### src/rtl/apb_master_if.sv
// Bundle of CPU-side request signals and APB bus signals for apb_master.
// The master modport is the initiator's view; the slave modport is the far side.
interface apb_master_if;
    logic        transfer;
    logic        write;
    logic [31:0] addr;
    logic [31:0] wdata;
    logic        ready;
    logic        err;
    logic [31:0] rdata;

    logic [31:0] PADDR;
    logic [31:0] PWDATA;
    logic        PWRITE;
    logic [3:0]  PSEL;
    logic        PENABLE;
    logic [31:0] PRDATA0;
    logic [31:0] PRDATA1;
    logic [31:0] PRDATA2;
    logic [31:0] PRDATA3;
    logic        PREADY0;
    logic        PREADY1;
    logic        PREADY2;
    logic        PREADY3;

    modport master (
        input  transfer, write, addr, wdata,
        input  PRDATA0, PRDATA1, PRDATA2, PRDATA3,
        input  PREADY0, PREADY1, PREADY2, PREADY3,
        output ready, err, rdata,
        output PADDR, PWDATA, PWRITE, PSEL, PENABLE
    );

    modport slave (
        output transfer, write, addr, wdata,
        output PRDATA0, PRDATA1, PRDATA2, PRDATA3,
        output PREADY0, PREADY1, PREADY2, PREADY3,
        input  ready, err, rdata,
        input  PADDR, PWDATA, PWRITE, PSEL, PENABLE
    );
endinterface

### src/rtl/apb_master.sv
// APB initiator for four slaves: address decode, SETUP/ACCESS sequencing,
// wait-state watchdog, and a registered one-cycle completion pulse.
module apb_master #(
    parameter logic [15:0] BASE    = 16'h1000,
    parameter int unsigned TIMEOUT = 16
) (
    input logic          PCLK,
    input logic          PRESET,
    apb_master_if.master io_bus
);
    localparam int unsigned    WdW   = $clog2(TIMEOUT + 1);
    localparam logic [WdW-1:0] WdMax = WdW'(TIMEOUT);

    typedef enum logic [1:0] {StIdle, StSetup, StAccess} state_e;

    state_e         r_state, w_state_d;
    logic [1:0]     r_idx, w_idx_d;
    logic [31:0]    r_paddr, w_paddr_d;
    logic [31:0]    r_pwdata, w_pwdata_d;
    logic           r_pwrite, w_pwrite_d;
    logic [3:0]     r_psel, w_psel_d;
    logic           r_penable, w_penable_d;
    logic           r_ready, w_ready_d;
    logic           r_err, w_err_d;
    logic [31:0]    r_rdata, w_rdata_d;
    logic [WdW-1:0] r_wdog, w_wdog_d;

    logic           w_valid;
    logic           w_pready_sel;
    logic [31:0]    w_prdata_sel;
    logic           w_timeout;

    assign w_valid   = (io_bus.addr[31:16] == BASE) && (io_bus.addr[15:14] == 2'b00);
    assign w_timeout = (r_wdog == WdMax);

    // Only the latched slave's response is observed.
    always_comb begin
        w_pready_sel = 1'b0;
        w_prdata_sel = '0;
        unique case (r_idx)
            2'd0: begin w_pready_sel = io_bus.PREADY0; w_prdata_sel = io_bus.PRDATA0; end
            2'd1: begin w_pready_sel = io_bus.PREADY1; w_prdata_sel = io_bus.PRDATA1; end
            2'd2: begin w_pready_sel = io_bus.PREADY2; w_prdata_sel = io_bus.PRDATA2; end
            2'd3: begin w_pready_sel = io_bus.PREADY3; w_prdata_sel = io_bus.PRDATA3; end
        endcase
    end

    always_ff @(posedge PCLK) begin
        if (PRESET) begin
            r_state   <= StIdle;
            r_idx     <= '0;
            r_paddr   <= '0;
            r_pwdata  <= '0;
            r_pwrite  <= 1'b0;
            r_psel    <= '0;
            r_penable <= 1'b0;
            r_ready   <= 1'b0;
            r_err     <= 1'b0;
            r_rdata   <= '0;
            r_wdog    <= '0;
        end else begin
            r_state   <= w_state_d;
            r_idx     <= w_idx_d;
            r_paddr   <= w_paddr_d;
            r_pwdata  <= w_pwdata_d;
            r_pwrite  <= w_pwrite_d;
            r_psel    <= w_psel_d;
            r_penable <= w_penable_d;
            r_ready   <= w_ready_d;
            r_err     <= w_err_d;
            r_rdata   <= w_rdata_d;
            r_wdog    <= w_wdog_d;
        end
    end

    always_comb begin
        w_state_d = r_state;
        unique case (r_state)
            StIdle:   if (io_bus.transfer && w_valid) w_state_d = StSetup;
            StSetup:  w_state_d = StAccess;
            StAccess: if (w_pready_sel || w_timeout) w_state_d = StIdle;
            default:  w_state_d = StIdle;
        endcase
    end

    // Next values of the registered outputs; every output leaves a flop.
    always_comb begin
        w_idx_d     = r_idx;
        w_paddr_d   = r_paddr;
        w_pwdata_d  = r_pwdata;
        w_pwrite_d  = r_pwrite;
        w_psel_d    = r_psel;
        w_penable_d = r_penable;
        w_ready_d   = 1'b0;
        w_err_d     = 1'b0;
        w_rdata_d   = r_rdata;
        w_wdog_d    = r_wdog;
        unique case (r_state)
            StIdle: begin
                w_psel_d    = '0;
                w_penable_d = 1'b0;
                if (io_bus.transfer) begin
                    if (w_valid) begin
                        w_idx_d    = io_bus.addr[13:12];
                        w_paddr_d  = io_bus.addr;
                        w_pwdata_d = io_bus.wdata;
                        w_pwrite_d = io_bus.write;
                        w_psel_d   = 4'b0001 << io_bus.addr[13:12];
                        w_wdog_d   = '0;
                    end else begin
                        w_ready_d = 1'b1;
                        w_err_d   = 1'b1;
                        w_rdata_d = '0;
                    end
                end
            end
            StSetup: begin
                w_penable_d = 1'b1;
                w_wdog_d    = r_wdog + 1'b1;
            end
            StAccess: begin
                if (w_pready_sel) begin
                    w_psel_d    = '0;
                    w_penable_d = 1'b0;
                    w_ready_d   = 1'b1;
                    w_rdata_d   = r_pwrite ? 32'h0 : w_prdata_sel;
                end else if (w_timeout) begin
                    w_psel_d    = '0;
                    w_penable_d = 1'b0;
                    w_ready_d   = 1'b1;
                    w_err_d     = 1'b1;
                    w_rdata_d   = '0;
                end else if (r_wdog != WdMax) begin
                    w_wdog_d = r_wdog + 1'b1;
                end
            end
            default: begin
                w_psel_d    = '0;
                w_penable_d = 1'b0;
            end
        endcase
    end

    assign io_bus.PADDR   = r_paddr;
    assign io_bus.PWDATA  = r_pwdata;
    assign io_bus.PWRITE  = r_pwrite;
    assign io_bus.PSEL    = r_psel;
    assign io_bus.PENABLE = r_penable;
    assign io_bus.ready   = r_ready;
    assign io_bus.err     = r_err;
    assign io_bus.rdata   = r_rdata;
endmodule
### src/flat_wrapper.sv
// flat-port wrapper written by rule: the top's interface ports become plain ports
module apb_master_flat 
#(
    parameter logic [15:0] BASE    = 16'h1000,
    parameter int unsigned TIMEOUT = 16
)
  (PCLK, PRESET, io_bus_transfer, io_bus_write, io_bus_addr, io_bus_wdata, io_bus_PRDATA0, io_bus_PRDATA1, io_bus_PRDATA2, io_bus_PRDATA3, io_bus_PREADY0, io_bus_PREADY1, io_bus_PREADY2, io_bus_PREADY3, io_bus_ready, io_bus_err, io_bus_rdata, io_bus_PADDR, io_bus_PWDATA, io_bus_PWRITE, io_bus_PSEL, io_bus_PENABLE);
  apb_master_if io_bus_i ();
  input logic PCLK;
  input logic PRESET;
  input wire logic [$bits(io_bus_i.transfer)-1:0] io_bus_transfer;
  input wire logic [$bits(io_bus_i.write)-1:0] io_bus_write;
  input wire logic [$bits(io_bus_i.addr)-1:0] io_bus_addr;
  input wire logic [$bits(io_bus_i.wdata)-1:0] io_bus_wdata;
  input wire logic [$bits(io_bus_i.PRDATA0)-1:0] io_bus_PRDATA0;
  input wire logic [$bits(io_bus_i.PRDATA1)-1:0] io_bus_PRDATA1;
  input wire logic [$bits(io_bus_i.PRDATA2)-1:0] io_bus_PRDATA2;
  input wire logic [$bits(io_bus_i.PRDATA3)-1:0] io_bus_PRDATA3;
  input wire logic [$bits(io_bus_i.PREADY0)-1:0] io_bus_PREADY0;
  input wire logic [$bits(io_bus_i.PREADY1)-1:0] io_bus_PREADY1;
  input wire logic [$bits(io_bus_i.PREADY2)-1:0] io_bus_PREADY2;
  input wire logic [$bits(io_bus_i.PREADY3)-1:0] io_bus_PREADY3;
  output wire logic [$bits(io_bus_i.ready)-1:0] io_bus_ready;
  output wire logic [$bits(io_bus_i.err)-1:0] io_bus_err;
  output wire logic [$bits(io_bus_i.rdata)-1:0] io_bus_rdata;
  output wire logic [$bits(io_bus_i.PADDR)-1:0] io_bus_PADDR;
  output wire logic [$bits(io_bus_i.PWDATA)-1:0] io_bus_PWDATA;
  output wire logic [$bits(io_bus_i.PWRITE)-1:0] io_bus_PWRITE;
  output wire logic [$bits(io_bus_i.PSEL)-1:0] io_bus_PSEL;
  output wire logic [$bits(io_bus_i.PENABLE)-1:0] io_bus_PENABLE;
  assign io_bus_i.transfer = io_bus_transfer;
  assign io_bus_i.write = io_bus_write;
  assign io_bus_i.addr = io_bus_addr;
  assign io_bus_i.wdata = io_bus_wdata;
  assign io_bus_i.PRDATA0 = io_bus_PRDATA0;
  assign io_bus_i.PRDATA1 = io_bus_PRDATA1;
  assign io_bus_i.PRDATA2 = io_bus_PRDATA2;
  assign io_bus_i.PRDATA3 = io_bus_PRDATA3;
  assign io_bus_i.PREADY0 = io_bus_PREADY0;
  assign io_bus_i.PREADY1 = io_bus_PREADY1;
  assign io_bus_i.PREADY2 = io_bus_PREADY2;
  assign io_bus_i.PREADY3 = io_bus_PREADY3;
  assign io_bus_ready = io_bus_i.ready;
  assign io_bus_err = io_bus_i.err;
  assign io_bus_rdata = io_bus_i.rdata;
  assign io_bus_PADDR = io_bus_i.PADDR;
  assign io_bus_PWDATA = io_bus_i.PWDATA;
  assign io_bus_PWRITE = io_bus_i.PWRITE;
  assign io_bus_PSEL = io_bus_i.PSEL;
  assign io_bus_PENABLE = io_bus_i.PENABLE;
  apb_master #(.BASE(BASE), .TIMEOUT(TIMEOUT)) u_core (.PCLK(PCLK), .PRESET(PRESET), .io_bus(io_bus_i));
endmodule
### config.mk
export PLATFORM = sky130hd
export DESIGN_NAME = apb_master_flat
export DESIGN_NICKNAME = d
export VERILOG_FILES = /design/src/rtl/apb_master_if.sv /design/src/rtl/apb_master.sv /design/src/flat_wrapper.sv
export SDC_FILE = /design/constraint.sdc
export NUM_CORES = 1
export LEC_CHECK = 0
export CELL_PAD_IN_SITES_DETAIL_PLACEMENT = 1
export CELL_PAD_IN_SITES_GLOBAL_PLACEMENT = 2
export CORE_MARGIN = 3
export CORE_UTILIZATION = 20
export CTS_BUF_LIST = sky130_fd_sc_hd__clkbuf_4 sky130_fd_sc_hd__clkbuf_8 sky130_fd_sc_hd__clkbuf_16
export CTS_CLUSTER_SIZE = 8
export DETAILED_ROUTE_END_ITERATION = 7
export HOLD_SLACK_MARGIN = 0.12
export PLACE_DENSITY_LB_ADDON = 0.08
export SLEW_MARGIN = 25
export SYNTH_ARGS = -nofsm -noshare
export SYNTH_HDL_FRONTEND = slang
export SYNTH_SLANG_ARGS = --single-unit
### constraint.sdc
create_clock -name PCLK -period 2.3 [get_ports PCLK]
set_input_delay 0.23 -clock PCLK [delete_from_list [all_inputs] [get_ports PCLK]]
set_output_delay 0.23 -clock PCLK [all_outputs]
set_load 0.02 [all_outputs]
Word level (Yosys, flattened, before mapping)
Index checks and enable logic that the tools add are counted.
- add/subtract/negate cells: 1
- eq/ne operators: 17
- shifts and indexed selects: 1
- mux-type cells: 32
- bitwise logic cells: 1
- reduce and logical (&&, ||, !) cells: 13
- operators by type and width (operator ; number):
    $mux W32 ; 5
    $pmux W32 S4 ; 1
    $pmux W32 S2 ; 1
    $mux W5 ; 5
    $eq A16 B13 Y1 const B ; 1
    $mux W4 ; 4
    $pmux W5 S3 ; 1
    $pmux W4 S3 ; 1
    $ne A2 B1 Y1 const B ; 4
    $ne A2 B2 Y1 const B ; 4
    $mux W1 ; 7
    $eq A2 B2 Y1 const B ; 3
    $logic_not A2 Y1 ; 3
    $pmux W1 S2 ; 3
    $pmux W2 S3 ; 1
    $reduce_and A6 Y1 ; 1
    $add A5 B1 Y5 const B ; 1
    $eq A5 B5 Y1 const B ; 1
    $ne A5 B5 Y1 const B ; 1
    $eq A2 B1 Y1 const B ; 2
    $mux W2 ; 2
    $pmux W1 S4 ; 1
    $reduce_and A2 Y1 ; 2
    $reduce_and A4 Y1 ; 1
    other kinds (8) ; 9
- register bits: 113
- bits of input ports: 200
- output and inout bits: 104
- logic and storage cells: 76

Depth between registers and ports, before layout
Gate-level depths: netlist of run 1.
- depth in word-level cells: 5
- mapped depth: 8
- mapped depth without buffers: 7

Least setup slack after synthesis of run 1
Ideal clock, no wire load.
- path kind: register to register
- start: reg, netlist name u_core.io_bus.PADDR[13]
- end: reg u_core.r_rdata[10], in the netlist u_core.io_bus.rdata[10]
- setup time: 0.120 ns
- data arrival time: 2.033 ns
- required time: 2.180 ns
- path slack: 0.148 ns
- stages on the path, launching flop included: 8
- buffers on the path: 3
- clock period less this slack: 2.152 ns
- path through: dfxtp_1 buf_6 mux4_2 or3b_4 o21a_1 buf_6 buf_6 mux2i_1
- RTL lines (item ; RTL line ; text):
    end signal, assigned ; apb_master.sv:71 ; r_rdata <= w_rdata_d;
    end, declared ; apb_master.sv:25 ; logic [31:0] r_rdata, w_rdata_d;

Final worst setup path of run 1
- start: reg u_core.r_paddr[13], in the netlist u_core.io_bus.PADDR[13]
- end: out io_bus_PADDR[13]
- RTL lines (item ; RTL line ; text):
    start, declared ; apb_master.sv:18 ; logic [31:0] r_paddr, w_paddr_d;
    start signal, assigned ; apb_master.sv:64 ; r_paddr <= w_paddr_d;
    end, declared ; flat_wrapper.sv:26 ; output wire logic [$bits(io_bus_i.PADDR)-1:0] io_bus_PADDR;
No word-level cell between the ends.

==> results of run 1 <==
through the flow:
step	instance area, um^2	setup slack (ns)	setup TNS [ns]
2_1_floorplan	5010	0.148	0
3_3_place_gp	8520	-0.0740	-3.04
3_5_place_dp	8520	-0.0930	-2.94
4_1_cts	8820	0.160	0
5_1_grt	8820	0.0249	0
6_report	8820	0.210	0
layout make-up:
cell class	instances	area share, %
Clock buffer	10	2.71
Clock inverter	6	0.639
Inverter	9	0.383
Multi-Input combinational cell	365	29.4
Sequential cell	111	25.2
Tap cell	324	4.60
Timing Repair Buffer	326	37.0
sequential cells by signal, indices dropped and copies added, names as in the netlist:
name	cells
u_core.r_wdog	5
u_core.io_bus.rdata	32
u_core.io_bus.PENABLE	1
u_core.io_bus.PSEL	4
u_core.io_bus.PADDR	32
u_core.io_bus.PWRITE	1
u_core.r_state	2
u_core.io_bus.PWDATA	32
u_core.io_bus.ready	1
u_core.io_bus.err	1
worst max path at each step:
stage | startpoint | endpoint | slack [ns] | cells past startpoint
after floorplan | u_core.io_bus.PADDR[13] | u_core.io_bus.rdata[10] | 0.15 | 7
after global placement | io_bus_addr[26] | u_core.io_bus.PADDR[8] | -0.07 | 8
after detailed placement | io_bus_addr[18] | u_core.io_bus.PSEL[0] | -0.09 | 7
after CTS | u_core.io_bus.PADDR[13] | io_bus_PADDR[13] | 0.16 | 2
after global routing | u_core.r_state[0] | u_core.io_bus.PADDR[21] | 0.02 | 7
final | u_core.io_bus.PADDR[13] | io_bus_PADDR[13] | 0.21 | 2
cell families (layout without fill, tap and decap cells):
group | count (synthesis) | after routing
fa+ha+maj | 6 | 6
mux | 65 | 65
simple gates | 221 | 221
buf+inv | 46 | 351
flops | 111 | 111
compound gates | 73 | 73
critical path: cells and delay by family (launching register included):
family | cells | cell delay [ns]
flip-flops | 1 | 0.35
buffers and inverters | 2 | 1.14
where the power goes:
group	internal [mW]	switching, mW
Sequential	1.92	0.000429
Combinational	0.366	0.122
Clock	0.792	0.797
Total	3.08	0.920
per-layer routing:
metal  global-route usage (%)  wire [um]  vias up
met5                        0         13        -
met4                     3.65        258        2
met3                     5.73       1920       16
met2                     25.5      10200      158
met1                     16.2       7950     2363
li1                         -          -     2392
synth_stat cells, drive strengths merged:
cell type / number
nand2: 137
dfxtp: 111
a21oi: 58
nand2b: 34
mux4: 33
mux2i: 32
clkbuf: 26
and2: 17
buf: 11
inv: 9
ha: 6
nand3: 6
nor2: 6
o21ai: 6
nand4: 5
nor2b: 3
nor4: 3
a311o: 2
nor4b: 2
o21a: 2
o41ai: 2
or4: 2
a31oi: 1
and2b: 1
nor3: 1
nor3b: 1
nor4bb: 1
o21ba: 1
o31ai: 1
or3: 1
or3b: 1
==> flow_metrics.tcl, run 1 <==
set metrics [dict create \
    yosys_register_bits 111 \
    totalPowerFinal_mw 4.00 \
    finalHoldViolCount 0 \
    htreeDepth 3 \
    cts.sinks 111 \
    dp_cells 1135 \
    synth_top_cell_by_area "dfxtp_1" \
    cts_tree "yes" \
    crit_path_start_kind "register" \
    maxCapViolations 0 \
    io_buffers 303 \
    status "finished, final reports clean" \
    grt.total_usage_pct 14.4 \
    post_cts_resized 0 \
    synthMuxAreaShare_pct 21.2 \
    period_needed_ns 2.09 \
    diodes 0 \
    synth_seq_area_share_pct 44.4 \
    grt_first_pass_wirelength_um 30500 \
    path_cells "buf_4, clkdlybuf4s50_1" \
    totalWireLength_um 20300 \
    core.rowCount 57 \
    register_area_mm2 0.00222 \
    multiInputGateArea_mm2 0.00259 \
    timing.rr.start "u_core.r_state[0]" \
    grt_overflow 0 \
    die_width_um 164 \
    grt_pass1_vias 5361 \
    synth_top_family_by_area "multiplexers" \
    final_cell_mix "302 x clkdlybuf4s50_1, 137 x nand2_1, 109 x dfxtp_1" \
    end_kind "output pin" \
    final_common_cell "clkdlybuf4s50_1" \
    vias 4931 \
    finalCritPeriodShare_pct 90.9 \
    layout-area-overhead-vs-synth_pct 76.0 \
    synth_fa_ha_area_share_pct 1.50 \
    cts_setup_buffers 0 \
    synthesis.nets 728 \
    avgViaCountPerCell 4.28 \
    fp.dieH_um 164 \
    drive_gt1_share_pct 9.79 \
    place.gp.congestion 0.759 \
    min_to "u_core.io_bus.rdata[25]" \
    min_delay_path_depth 3 \
    p_per_area_mw_per_mm2 454 \
    clock.fmax_ghz 0.478 \
    synth.distinct_cells 35 \
    avgSynthCellArea_um2 9.60 \
    nFillCells 2755 \
    netlist_instances 522 \
    dp_hpwl_um 15700 \
    whs_ns 0.279 \
    root_buffer "clkbuf_16" \
    skew_ns 0.0111 \
    min-delay-path-class "input port to register" \
    synthSimpleGateAreaFrac_pct 20.8 \
    dieArea_mm2 0.0270 \
    drc 0 \
    synth_xor_area_share_pct 0 \
    start_util_pct 20.5 \
    max_slew.worst_pin.slew_ns 0.871 \
    nets 1028 \
    ios 304 \
    crit_required_ns 2.07 \
    worst_hold_startpoint "PRESET" \
    yosys_warnings 0 \
    relSlewSlack_pct 41.7 \
    rsz0062_at_grt "false" \
    leakage_nw 2.99 \
    grt_max_degree 55 \
    cts_buffers 9 \
    synth.area.top_cells "dfxtp_1 44%, mux4_2 15%, nand2_1 10%" \
    clk_pin_slew_worst_paths_ns 0.08 \
    max_stage_delay_ns 0.70 \
    cts_hold_buf 0 \
    worstSkewPairLatency_ns 0.36 \
    synth_top_area_share_pct 44.4 \
    firstDrtPassIters 4 \
    fin_cells 1151 \
    maxSlewViolCount 0 \
    crit_slowest_cell "clkdlybuf4s50_1" \
    synth-compound-area-share_pct 7.92 \
    clockBufferDepth 2 \
    wire_per_inst_um 17.6 \
    crit_type "register to output pin" \
    finalSetupViolations 0 \
    ir_drop_uv 344 \
    core_area_mm2 0.0245 \
    worstPathArrival_ns 1.86 \
    drtAntennaViolNets 0 \
    r2r_slack_ns 0.26 \
    antenna_found_initial 1 \
    r2r_end "u_core.io_bus.PSEL[2]" \
    critPathMaxFanout 34 \
    utilization_pct 36.0 \
    syn_area_mm2 0.00501 \
    dr.first_iter.drc_count 88 \
    r2r_cells 6 \
]
(Power assumes the default switching activity.)
==> inputs of run 2 (changes only) <==
- CORE_UTILIZATION: 20 -> 18
- clock period: 2.3 -> 1.9 ns (I/O delays scaled with it)
==> run 2 against run 1 <==
Compared with the run above: the flow now finishes with violations (setup timing); clock power is 25% higher; global-route usage is 0.082 points lower; utilization is 2.3 points lower; clock skew is 0.00083 ns lower; register-to-register slack worse by 0.34 ns; first-iteration DRC count is 47% higher; final area is 4.2% higher; non-clock buffer count is 15 higher; flip-flop and latch count stayed put; critical path depth is 3 higher; cell count is 5.5% higher; via count is 3.4% higher.
==> flow_metrics.tcl, run 2 (same netlist as run 1, synthesis figures left out) <==
set metrics [dict create \
    status "finished with violations" \
    violations "setup timing" \
    wire_per_inst_um 18.4 \
    start_util_pct 18.4 \
    leakage_nw 3.14 \
    path_cells "mux4_2, or3b_4, o21a_4, buf_16, mux2i_1" \
    core.rowCount 60 \
    finalCritPeriodShare_pct 104 \
    place.gp.congestion 0.795 \
    root_buffer "clkbuf_16" \
    dr.first_iter.drc_count 129 \
    max_slew.worst_pin.slew_ns 0.508 \
    drive_gt1_share_pct 13.3 \
    utilization_pct 33.8 \
    max_stage_delay_ns 0.56 \
    grt.total_usage_pct 14.4 \
    worstPathArrival_ns 2.22 \
    fp.dieH_um 173 \
    nFillCells 3069 \
    cts.sinks 111 \
    place_ws_ns -0.521 \
    crit_type "register to register" \
    io_buffers 303 \
    layout-area-overhead-vs-synth_pct 83.3 \
    dp_cells 1192 \
    drc 0 \
    core_area_mm2 0.0272 \
    whs_ns 0.386 \
    antenna_found_initial 0 \
    maxSlewViolCount 0 \
    skew_ns 0.0103 \
    period_needed_ns 1.98 \
    crit_path_start_kind "register" \
    grt_max_degree 37 \
    final_cell_mix "301 x clkdlybuf4s50_1, 137 x nand2_1, 109 x dfxtp_1" \
    clk_pin_slew_worst_paths_ns 0.08 \
    maxCapViolations 0 \
    fin_cells 1214 \
    htreeDepth 3 \
    diodes 0 \
    totalPowerFinal_mw 4.94 \
    cts_buffers 9 \
    grt_overflow 0 \
    critPathMaxFanout 16 \
    relSlewSlack_pct 66.1 \
    setup_slack_ns -0.0798 \
    nets 1043 \
    totalWireLength_um 22300 \
    finalHoldViolCount 0 \
    firstDrtPassIters 4 \
    clock.fmax_ghz 0.505 \
    min-delay-path-class "input port to register" \
    cts_tree "yes" \
    dp_hpwl_um 16800 \
    register_area_mm2 0.00223 \
    rsz0062_at_grt "true" \
    dieArea_mm2 0.0299 \
    drtAntennaViolNets 0 \
    final_common_cell "clkdlybuf4s50_1" \
    grt_first_pass_wirelength_um 34100 \
    end_kind "register" \
    crit_slowest_cell "mux4_2" \
    multiInputGateArea_mm2 0.00268 \
    grt_pass1_vias 5613 \
    ir_drop_uv 458 \
    ios 304 \
    vias 5100 \
    worstSkewPairLatency_ns 0.35 \
    finalSetupViolations 35 \
    die_width_um 173 \
    p_per_area_mw_per_mm2 538 \
    avgViaCountPerCell 4.20 \
    clockBufferDepth 2 \
    crit_required_ns 2.14 \
]
[run 2: cell count changes in the layout (fill, tap and decap cells not counted), moves of 2 or more]
cell	change
a21oi_1	-3
a21oi_2	+3
buf_4	+7
buf_6	+3
clkbuf_16	+3
nand2b_1	-2
o21ai_0	-2
[run 2: area by class of cell]
cell class,instances,area share [%]
clock inverters,7,0.858
clock buffers,9,2.45
multi-input cells,365,29.2
repair buffers,341,37.8
flip-flops and latches,111,24.3
well taps,372,5.07
inverters,9,0.368
[run 2: final timing paths]
path | from | to | slack, ns | cells after the start
worst max-delay path | u_core.io_bus.PADDR[13] | u_core.io_bus.rdata[24] | -0.08 | 5
worst min-delay path | io_bus_wdata[29] | u_core.io_bus.PWDATA[29] | 0.39 | 3
worst max register to register | u_core.io_bus.PADDR[13] | u_core.io_bus.rdata[24] | -0.08 | 5
worst min register to register | u_core.io_bus.PWDATA[7] | u_core.io_bus.PWDATA[7] | 0.45 | 2
[run 2: where the power goes]
group,internal [mW],total [mW],leakage [nW],switching (mW)
Sequential,2.32,2.32,0.895,0.000558
Combinational,0.457,0.620,2.09,0.163
Clock,1.04,1.99,0.152,0.950
[run 2: worst max-delay path: cells and delay by family (launching register included)]
family | cells | cell delay (ns)
mux | 2 | 0.69
simple gates | 1 | 0.43
compound gates | 1 | 0.18
flops | 1 | 0.37
buf+inv | 1 | 0.18
[run 2: metal layers]
metal	wire [um]	global-route usage (%)
met5	0	0
met3	1440	4.22
met1	9480	17.4
met4	189	3.21
met2	11200	25.2
[run 2: per-stage QoR]
stage / setup TNS, ns / cell area, um^2
after floorplan: -3.79 / 5010
after global placement: -29.70 / 8630
after detailed placement: -34.23 / 8630
after CTS: -2.85 / 9020
after global routing: -4.18 / 9180
final: -2.25 / 9180
[run 2: timing repair]
action / in CTS / in global routing
pin swaps: 3 / 4
buffers inserted: 1 / 1
endpoints found under the setup margin: 56 / 75
hold buffers: 0 / 0
gates resized for setup: 13 / 21
gates cloned: 1 / 3
==> inputs of run 3 (changes only) <==
- SKIP_CTS_REPAIR_TIMING: default -> 1
==> run 3 against run 2 <==
Compared with the run above: the run still ends with setup timing left; hold slack better by 0.0019 ns; fmax down 0.66%; final area about the same; sequential power about the same; flip-flop and latch count unchanged; largest power group unchanged; highest routed layer unchanged.
==> flow_metrics.tcl, run 3 (same netlist as run 1, synthesis figures left out) <==
set metrics [dict create \
    setup_slack_ns -0.0930 \
    status "finished with violations" \
    finalSetupViolations 37 \
    dieArea_mm2 0.0299 \
    cts_tree "yes" \
    grt_overflow 0 \
    antenna_found_initial 0 \
    grt.total_usage_pct 14.2 \
    min-delay-path-class "input port to register" \
    die_width_um 173 \
    root_buffer "clkbuf_16" \
    final_common_cell "clkdlybuf4s50_1" \
    maxSlewViolCount 0 \
    grt_max_degree 37 \
    dr.first_iter.drc_count 116 \
    rsz0062_at_grt "true" \
    worstSkewPairLatency_ns 0.35 \
    violations "setup timing" \
    final_cell_mix "301 x clkdlybuf4s50_1, 135 x nand2_1, 109 x dfxtp_1" \
    wire_per_inst_um 18.4 \
    ios 304 \
    dp_cells 1192 \
    core_area_mm2 0.0272 \
    fin_setup_tns_ns -1.42 \
    crit_path_start_kind "register" \
    place_area_mm2 0.00863 \
    nets 1044 \
    clock.fmax_ghz 0.502 \
    clk_pin_slew_worst_paths_ns 0.08 \
    fin_area_mm2 0.00919 \
    end_kind "register" \
    fin_cells 1215 \
    io_buffers 303 \
    utilization_pct 33.8 \
    grt_pass1_vias 5582 \
    cts.sinks 111 \
    totalPowerFinal_mw 4.94 \
    start_util_pct 18.4 \
    layout-area-overhead-vs-synth_pct 83.4 \
    relSlewSlack_pct 66.1 \
    max_slew.worst_pin.slew_ns 0.509 \
    finalHoldViolCount 0 \
    cts_buffers 9 \
    crit_required_ns 2.14 \
    period_needed_ns 1.99 \
    maxCapViolations 0 \
    core.rowCount 60 \
    critPathMaxFanout 8 \
    leakage_nw 3.13 \
    skew_ns 0.00813 \
    worstPathArrival_ns 2.24 \
    place.gp.congestion 0.795 \
    vias 5111 \
    avgViaCountPerCell 4.21 \
    drc 0 \
    crit_type "register to register" \
    drive_gt1_share_pct 13.9 \
    diodes 0 \
    finalCritPeriodShare_pct 105 \
    dp_hpwl_um 16800 \
    fp.dieH_um 173 \
    totalWireLength_um 22400 \
    p_per_area_mw_per_mm2 538 \
    firstDrtPassIters 4 \
    htreeDepth 3 \
    ir_drop_uv 459 \
    grt_first_pass_wirelength_um 33700 \
    clockBufferDepth 2 \
    drtAntennaViolNets 0 \
]
[run 3: changes by cell type in the layout (fill, tap and decap cells not counted), sizes merged]
| cell | previous run | this run |
|---|---|---|
| clkbuf | 13 | 14 |
[run 3: cell type report]
cell class                      instances  area, um^2
Sequential cell                       111        2230
Clock inverter                          7        78.8
Multi-Input combinational cell        365        2710
Timing Repair Buffer                  342        3450
Tap cell                              372         465
Fill cell                            3074       18000
Inverter                                9        33.8
Clock buffer                            9         225
[run 3: power by group]
part	total (mW)	internal (mW)	switching, mW
Clock	1.99	1.04	0.946
Combinational	0.627	0.460	0.166
Sequential	2.32	2.32	0.000540
[run 3: worst paths after layout]
kind | start | end | slack, ns | depth (start not counted)
setup / recovery | u_core.io_bus.PADDR[13] | u_core.io_bus.rdata[9] | -0.09 | 5
hold / removal | io_bus_wdata[29] | u_core.io_bus.PWDATA[29] | 0.39 | 3
hold reg to reg | u_core.io_bus.PWDATA[7] | u_core.io_bus.PWDATA[7] | 0.45 | 2
setup reg to reg | u_core.io_bus.PADDR[13] | u_core.io_bus.rdata[9] | -0.09 | 5
[run 3: layer usage]
| layer | GRT usage [%] | wire [um] | part of all wire [%] |
|---|---|---|---|
| met5 | 0 | 0 | 0 |
| met4 | 3.18 | 195 | 0.87 |
| met3 | 4.22 | 1410 | 6.3 |
| met2 | 24.9 | 11300 | 50 |
| met1 | 17.2 | 9500 | 42 |
[run 3: worst max-delay path: stages (launching register included)]
cell	delay, ns
dfxtp_4	0.37
mux4_2	0.57
or3b_4	0.41
o21a_4	0.18
buf_12	0.16
mux2i_4	0.18
[run 3: per-stage QoR]
| step | hold slack [ns] | worst slack (ns) |
|---|---|---|
| 3_3_place_gp | 0.439 | -0.429 |
| 4_1_cts | 0.370 | -0.240 |
| 3_5_place_dp | 0.445 | -0.521 |
| 6_report | 0.388 | -0.0930 |
| 5_1_grt | 0.383 | -0.146 |
| 2_1_floorplan | 0.320 | -0.124 |
